**config.mk**
```make
export PLATFORM = sky130hd
export DESIGN_NAME = instr_issue_queue
export DESIGN_NICKNAME = d
export VERILOG_FILES = /design/src/rtl/instr_issue_queue.sv
export SDC_FILE = /design/constraint.sdc
export NUM_CORES = 1
export LEC_CHECK = 0
export ABC_CLOCK_PERIOD_IN_PS = 5300
export CAP_MARGIN = 10
export CORE_MARGIN = 3
export CORE_UTILIZATION = 50
export DETAILED_ROUTE_END_ITERATION = 6
export DONT_BUFFER_PORTS = 1
export GPL_ROUTABILITY_DRIVEN = 0
export REMOVE_ABC_BUFFERS = 1
export SYNTH_ARGS = -nofsm -noshare
export SYNTH_HDL_FRONTEND = slang
export SYNTH_SLANG_ARGS = --single-unit
export TNS_END_PERCENT = 50
```
**constraint.sdc**
```tcl
create_clock -name clk -period 5.3 [get_ports clk]
set_input_delay 0.53 -clock clk [delete_from_list [all_inputs] [get_ports clk]]
set_output_delay 0.53 -clock clk [all_outputs]
set_load 0.02 [all_outputs]
```
**src/rtl/instr_issue_queue.sv**
```systemverilog
// Packs field-level instruction requests into 32-bit IR words and queues them for issue to the core.
// Optional build macro FIELD_CHECK_EN rejects requests whose oper_type exceeds MAX_OPER.
module instr_issue_queue #(
    parameter int DEPTH    = 4,
    parameter int MAX_OPER = 11
) (
    input  logic                       clk,
    input  logic                       sys_rst_n,
    input  logic                       req_valid,
    output logic                       req_ready,
    input  logic [4:0]                 req_oper_type,
    input  logic                       req_imm_mode,
    input  logic [4:0]                 req_rdst,
    input  logic [4:0]                 req_rsrc1,
    input  logic [4:0]                 req_rsrc2,
    input  logic [15:0]                req_isrc,
    input  logic                       flush,
    output logic                       issue_valid,
    input  logic                       issue_ready,
    output logic [31:0]                issue_ir,
    output logic [$clog2(DEPTH):0]     count,
    output logic                       req_err
);

    localparam int AW = $clog2(DEPTH);
    localparam int PW = AW + 1;

    logic [31:0]   mem_q [DEPTH];
    logic [PW-1:0] wptr_q, wptr_d;
    logic [PW-1:0] rptr_q, rptr_d;
    logic [PW-1:0] count_q, count_d;
    logic          req_err_q, req_err_d;

    logic          full;
    logic          empty;
    logic          req_fire;
    logic          oper_bad;
    logic          push_en;
    logic          pop_en;
    logic [31:0]   packed_word;

    assign full  = (wptr_q[AW] != rptr_q[AW]) && (wptr_q[AW-1:0] == rptr_q[AW-1:0]);
    assign empty = (wptr_q == rptr_q);

    assign req_ready   = !full && !flush;
    assign issue_valid = !empty;
    assign issue_ir    = empty ? 32'h0 : mem_q[rptr_q[AW-1:0]];
    assign count       = count_q;
    assign req_err     = req_err_q;

    assign req_fire = req_valid && req_ready;

`ifdef FIELD_CHECK_EN
    localparam logic [4:0] MAX_OPER_V = 5'(MAX_OPER);
    assign oper_bad = (req_oper_type > MAX_OPER_V);
`else
    assign oper_bad = 1'b0;
`endif

    assign push_en = req_fire && !oper_bad;
    assign pop_en  = issue_valid && issue_ready && !flush;

    // Immediate form places isrc in the low half; register form puts rsrc2 on top of a zero tail.
    always_comb begin
        packed_word = {req_oper_type, req_rdst, req_rsrc1, req_imm_mode, 16'h0};
        if (req_imm_mode) begin
            packed_word[15:0] = req_isrc;
        end else begin
            packed_word[15:0] = {req_rsrc2, 11'h0};
        end
    end

    always_comb begin
        wptr_d    = wptr_q;
        rptr_d    = rptr_q;
        count_d   = count_q;
        req_err_d = 1'b0;
        if (flush) begin
            wptr_d  = '0;
            rptr_d  = '0;
            count_d = '0;
        end else begin
            if (push_en) begin
                wptr_d = wptr_q + PW'(1);
            end
            if (pop_en) begin
                rptr_d = rptr_q + PW'(1);
            end
            case ({push_en, pop_en})
                2'b10:   count_d = count_q + PW'(1);
                2'b01:   count_d = count_q - PW'(1);
                default: count_d = count_q;
            endcase
            req_err_d = req_fire && oper_bad;
        end
    end

    always_ff @(posedge clk) begin
        if (!sys_rst_n) begin
            wptr_q    <= '0;
            rptr_q    <= '0;
            count_q   <= '0;
            req_err_q <= 1'b0;
        end else begin
            wptr_q    <= wptr_d;
            rptr_q    <= rptr_d;
            count_q   <= count_d;
            req_err_q <= req_err_d;
        end
    end

    // Storage is deliberately left uncleared by reset; only the pointers define validity.
    always_ff @(posedge clk) begin
        if (sys_rst_n && push_en && !flush) begin
            mem_q[wptr_q[AW-1:0]] <= packed_word;
        end
    end

endmodule

```
==> qor.csv, run 1 <==
metric,value,unit
Int Pwr,2.07,mW
"Req. time, crit path",5.63,ns
Inserted Diodes,0,
# fillers,815,
GR Overflow Total,0,
post-synth top area cell,edfxtp_1,
Reg area,4070,sq um
Post-synth EDFFs,128,
"Hold Vio Cnt, Final",0,
status,"complete, no violations",
min cycle time layout,3.11,ns
Leakage,2.09,nW
CP max FO,18,
Clock power frac,0.475,
WP data arrival,3.44,ns
Async SR Flop Fraction,0,
P per Cell Area,395,nW/um^2
Worst setup EP type,flop,
RSZ-0062 raised after global routing,no,
type of the tightest min-delay check,input port to flop,
Vias/cell,5.83,
R2R setup slack,2.19,ns
clock root cell,clkbuf_16,
starting DRC count in detailed routing,286,
Mapped Area,5740,sq um
first-pass GRT wire length,16100,microns
die width,113,microns
Core Rows,38,
synth top area cells,"edfxtp_1 (67%), mux4_2 (13%), dfxtp_1 (3.8%), nor2b_1 (3.6%), ha_1 (1.3%)",
worst r2r src,wptr_q[1],
CTS Sinks,139,
area delta synth->final,13.1,%
number of port buffers,0,
cts hold-fix bufs,0,
die area,12800,sq um
Die Y,113,microns
number of synthesized register bits,139,
I/O Pins,80,
initial antenna violation count,0,
Final period util,0.586,
cell count after synthesis,310,
worst rel slew slack,0.400,
final hold slack,0.220,ns
Critical path origin,wptr_q[1],
Synth top area share,0.670,
Hold Path Stages,0,
Ys Warns,0,
TritonCTS clock tree,built,
area of the multi-input gates,1590,sq um
Max Clk Rate,322,MHz
H-tree depth,4,
worst reg2reg endpoint,count[2],
post-route ant nets,0,
core footprint,11000,sq um
Worst Reg-to-Reg Cells,9,
DPL Wire Length,5990,microns
"Top FF cell, synth",edfxtp_1,
largest net degree at the start of global routing,33,
DR pass1 iterations,4,
post-CTS setup buffers,0,
CTS resizes,0,
combinational cell fraction of total power,0.048,
Hold Path Sink,mem_q[2][21],
nets@finish,363,
post-synthesis sequential area ratio,0.708,
Clock Tree Buf Depth,2,
hold_sp,req_rsrc1[4],
Reg power frac,0.477,
WS Path Type,flop to flop,
measured slew at the worst slew-check pin,0.900,ns
Avg WL per Cell,21.8,microns
Net Switching,0.497,mW
drt total wl,10200,microns
share of cells above drive strength 1,0.242,
sw frac,0.194,
initial core utilization,0.520,
CP startpoint kind,flop,
CTS Buf Count,17,
total number of vias,2723,
max_cap viols,0,
Final setup viols,0,
VDD IR max,0.270,mV
Worst-Skew Late Latency,0.40,ns
"Slew Viols, Final",0,
final setup TNS,0,ns
syn avg cell area,18.5,sq um
DRC violations left,0,
"CTS clk-pin slew, worst paths",0.06,ns
library cells used by synthesis,37,
clk_skew,0.00540,ns
vias in the first global route,2883,
Tot GR Track Use,0.171,
## cells by family (layout without fill, tap and decap cells)
| group | Yosys count | after routing | synth area share |
|---|---|---|---|
| DFF | 139 | 139 | 0.708 |
| and+or+nand+nor | 77 | 77 | 0.0859 |
| muxes | 38 | 38 | 0.137 |
| buffers and inverters | 22 | 39 | 0.0170 |
| AOI/OAI and AO/OA | 18 | 18 | 0.0211 |
| xor gates and xnor gates | 8 | 8 | 0.0135 |
| adders and majority gates | 7 | 7 | 0.0166 |
| other | 1 | 1 | 0.000653 |
## cell usage after synthesis, types with 2 or more instances
cell and count:
o21ai_0 3, nand4_1 4, buf_2 9, clkbuf_1 6, nand2_1 4, and3_1 7, nor2b_1 33, inv_1 5
dfxtp_1 11, a211o_1 2, nor2_1 2, ha_1 6, a21oi_1 4, xnor2_1 4, o211ai_1 2, mux4_2 32
xor2_1 3, nand2b_1 2, and3b_1 2, a31oi_1 5, edfxtp_1 128, and2_1 11, mux2_2 5, nand3_1 4
nor4bb_1 4
## routing by layer
metal / wire, microns / global-route usage
met1: 4220 / 0.218
met2: 5150 / 0.269
met3: 719 / 0.0695
met4: 96 / 0.0561
met5: 0 / 0
## placed cells by master (no fill, tap or decap), types with 4 or more instances in the layout
master / Yosys / layout
dfxtp_1: 11 / 9
mux2_2: 5 / 5
edfxtp_1: 128 / 128
nor2b_1: 33 / 33
clkbuf_16: 0 / 17
ha_1: 6 / 6
mux4_2: 32 / 32
xnor2_1: 4 / 4
nand3_1: 4 / 4
a31oi_1: 5 / 5
inv_1: 5 / 5
nand4_1: 4 / 4
clkbuf_8: 0 / 6
and3_2: 0 / 4
a21oi_1: 4 / 4
nor4bb_1: 4 / 4
and2_1: 11 / 11
nand2_1: 4 / 4
clkinv_2: 0 / 4
## metrics by stage
stage / power, mW / utilization / area [sq um] / cells / setup slack, ns
3_5_place_dp: 1.37 / 0.532 / 5860 / 435 / 2.12
6_report: 2.57 / 0.588 / 6490 / 467 / 2.19
3_3_place_gp: 1.37 / 0.532 / 5860 / 435 / 2.26
2_1_floorplan: 1.34 / - / 5660 / 293 / 2.28
4_1_cts: 2.59 / 0.588 / 6490 / 467 / 2.10
5_1_grt: 2.65 / 0.588 / 6490 / 467 / 1.90
## state kept, by name, summed over array words and instances (netlist names), named ones only
name    cells
mem_q     128
wptr_q      3
rptr_q      3
count       3
## area by class of cell
cell class,count,area share
tap,140,0.0270
sequential,139,0.627
inverter,5,0.00289
clock inverter,7,0.0170
timing repair buffer,2,0.00231
clock buffer,25,0.0794
multi-input combinational,149,0.245
## worst max-delay path, stage by stage (launching register included)
cell and delay (ns):
dfxtp_1 0.50, xor2_1 0.20, nor3_4 0.67, buf_4 0.38
nor3b_2 0.08, ha_1 0.22, fa_1 0.38, xnor2_1 0.14
or3_1 0.30, a21oi_1 0.14
## power groups by stage
stage          registers (mW)  logic [mW]  clock network (mW)
2_1_floorplan            1.25      0.0965                   0
3_3_place_gp             1.25       0.124                   0
3_5_place_dp             1.25       0.126                   0
4_1_cts                  1.22       0.126                1.24
5_1_grt                  1.22       0.135                1.29
6_report                 1.22       0.123                1.22
## worst max-delay path by stage
stage	endpoint	slack [ns]	depth (start not counted)
3_5_place_dp	count[2]	2.12	9
6_report	count[2]	2.19	9
4_1_cts	count[2]	2.10	9
5_1_grt	count[2]	1.90	9
2_1_floorplan	count[2]	2.28	8
3_3_place_gp	count[2]	2.26	9
(Power assumes the default switching activity.)
==> run 2: changes to the inputs <==
ABC_CLOCK_PERIOD_IN_PS = 3000   (was 5300)
clock period = 3 ns   (was 5.3 ns; I/O delays follow)
==> qor.csv, run 2 (same netlist as run 1, synthesis figures left out) <==
metric,value,unit
Tot GR Track Use,0.174,
WS Path Type,flop to flop,
R2R setup slack,0.41,ns
CP dominant cell by count,xnor2_1,
clock root cell,clkbuf_16,
DR pass1 iterations,5,
initial core utilization,0.520,
worst rel slew slack,0.539,
CP startpoint kind,flop,
crit-path max cell delay,0.48,ns
total number of vias,2815,
final instance area,6800,sq um
post-route ant nets,0,
WP data arrival,2.93,ns
Avg WL per Cell,20.8,microns
CP max FO,9,
I/O Pins,80,
Critical-path top delay cell,dfxtp_1,
status,"complete, no violations",
Final setup viols,0,
"Slew Viols, Final",0,
max FFs per register,128,
Setup crit end,count[2],
Worst setup EP type,flop,
clk_skew,0.00985,ns
Worst-Skew Late Latency,0.41,ns
share of cells above drive strength 1,0.250,
P per Cell Area,703,nW/um^2
Worst Reg-to-Reg Cells,8,
starting DRC count in detailed routing,170,
die width,113,microns
measured slew at the worst slew-check pin,0.687,ns
critical-path cell list,xnor2_1 -> a311oi_2 -> inv_1 -> ha_1 -> fa_1 -> xnor2_1 -> or3_1 -> a21oi_1,
area delta synth->final,18.5,%
# fillers,820,
die area,12800,sq um
max_cap viols,0,
DPL Wire Length,6360,microns
GR Overflow Total,0,
VDD IR max,0.549,mV
Die Y,113,microns
Clock Tree Buf Depth,2,
nets@finish,388,
Max Clk Rate,387,MHz
Layout Cells excl Fill,492,
number of port buffers,0,
post-CTS setup buffers,0,
Vias/cell,5.72,
Inserted Diodes,0,
final setup TNS,0,ns
"Hold Vio Cnt, Final",0,
"CTS clk-pin slew, worst paths",0.06,ns
H-tree depth,4,
final hold slack,0.0753,ns
min cycle time layout,2.59,ns
drt total wl,10200,microns
worst r2r src,wptr_q[0],
"commonest non-fill, non-tap cells in the layout","edfxtp_1 (128), nor2b_1 (33), mux4_2 (32)",
Leakage,2.23,nW
worst reg2reg endpoint,count[2],
largest net degree at the start of global routing,34,
Reg area,4070,sq um
CTS Sinks,139,
"Req. time, crit path",3.34,ns
area of the multi-input gates,1590,sq um
Critical path origin,wptr_q[0],
RSZ-0062 raised after global routing,no,
DRC violations left,0,
first-pass GRT wire length,16400,microns
placed cell area,5960,sq um
initial antenna violation count,0,
Final WS setup,0.414,ns
Core Rows,38,
dpl cells,444,
TritonCTS clock tree,built,
vias in the first global route,2975,
type of the tightest min-delay check,input port to flop,
"commonest non-fill, non-tap cell in the layout",edfxtp_1,
CTS Buf Count,17,
Final period util,0.862,
core footprint,11000,sq um
Placement Setup Slack,0.422,ns
==> run 2: metrics by stage <==
stage | util | power, mW
after floorplan | - | 2.37
after global placement | 0.540 | 2.42
after global routing | 0.617 | 4.93
after detailed placement | 0.540 | 2.43
final | 0.617 | 4.78
after CTS | 0.617 | 4.82
==> run 2: report_power, final <==
group | switching [mW] | internal [mW]
registers | 0.0141 | 2.14
logic | 0.156 | 0.0914
clock network | 0.744 | 1.63
total | 0.914 | 3.86
==> run 2: how the worst min path moves through the flow <==
| stage | slack (ns) | end | from | cells after the start |
|---|---|---|---|---|
| 2_1_floorplan | 0.40 | mem_q[0][16] | req_imm_mode | 0 |
| 3_3_place_gp | 0.40 | mem_q[2][21] | req_rsrc1[4] | 0 |
| 3_5_place_dp | 0.40 | mem_q[2][21] | req_rsrc1[4] | 0 |
| 4_1_cts | 0.06 | wptr_q[1] | req_valid | 2 |
| 5_1_grt | 0.1 | wptr_q[1] | req_valid | 2 |
| 6_report | 0.08 | wptr_q[1] | req_valid | 2 |
==> run 2: layout make-up <==
type / instances / area share
Clock inverter: 10 / 0.0309
Inverter: 5 / 0.00276
Clock buffer: 22 / 0.0697
Timing Repair Buffer: 27 / 0.0394
Sequential cell: 139 / 0.598
Multi-Input combinational cell: 149 / 0.234
Tap cell: 140 / 0.0258
==> run 2: timing repair <==
item	CTS	global route
hold buffers	16	0
endpoints found under the hold margin	64	0
resized for setup	0	0
==> run 2: per-layer routing <==
layer,part of all wire,wire [microns],up-vias,GRT usage
met1,0.44,4500,1432,0.226
li1,-,-,1286,-
met2,0.49,5020,91,0.277
met4,0.0084,86,0,0.0625
met3,0.063,642,6,0.0578
met5,0,0,-,0
==> run 2: worst max-delay path: cells and delay by family (launching register included) <==
family	cells	cell delay [ns]
compound gates	2	0.61
xor+xnor	2	0.41
fa+ha+maj	2	0.64
buf+inv	1	0.08
flops	1	0.48
simple gates	1	0.31
==> run 3: changes to the inputs <==
CTS_CLUSTER_SIZE = 12   (was not set)
==> results of run 3 <==
The final DEF is identical to that of run 2; final timing and power are the same.
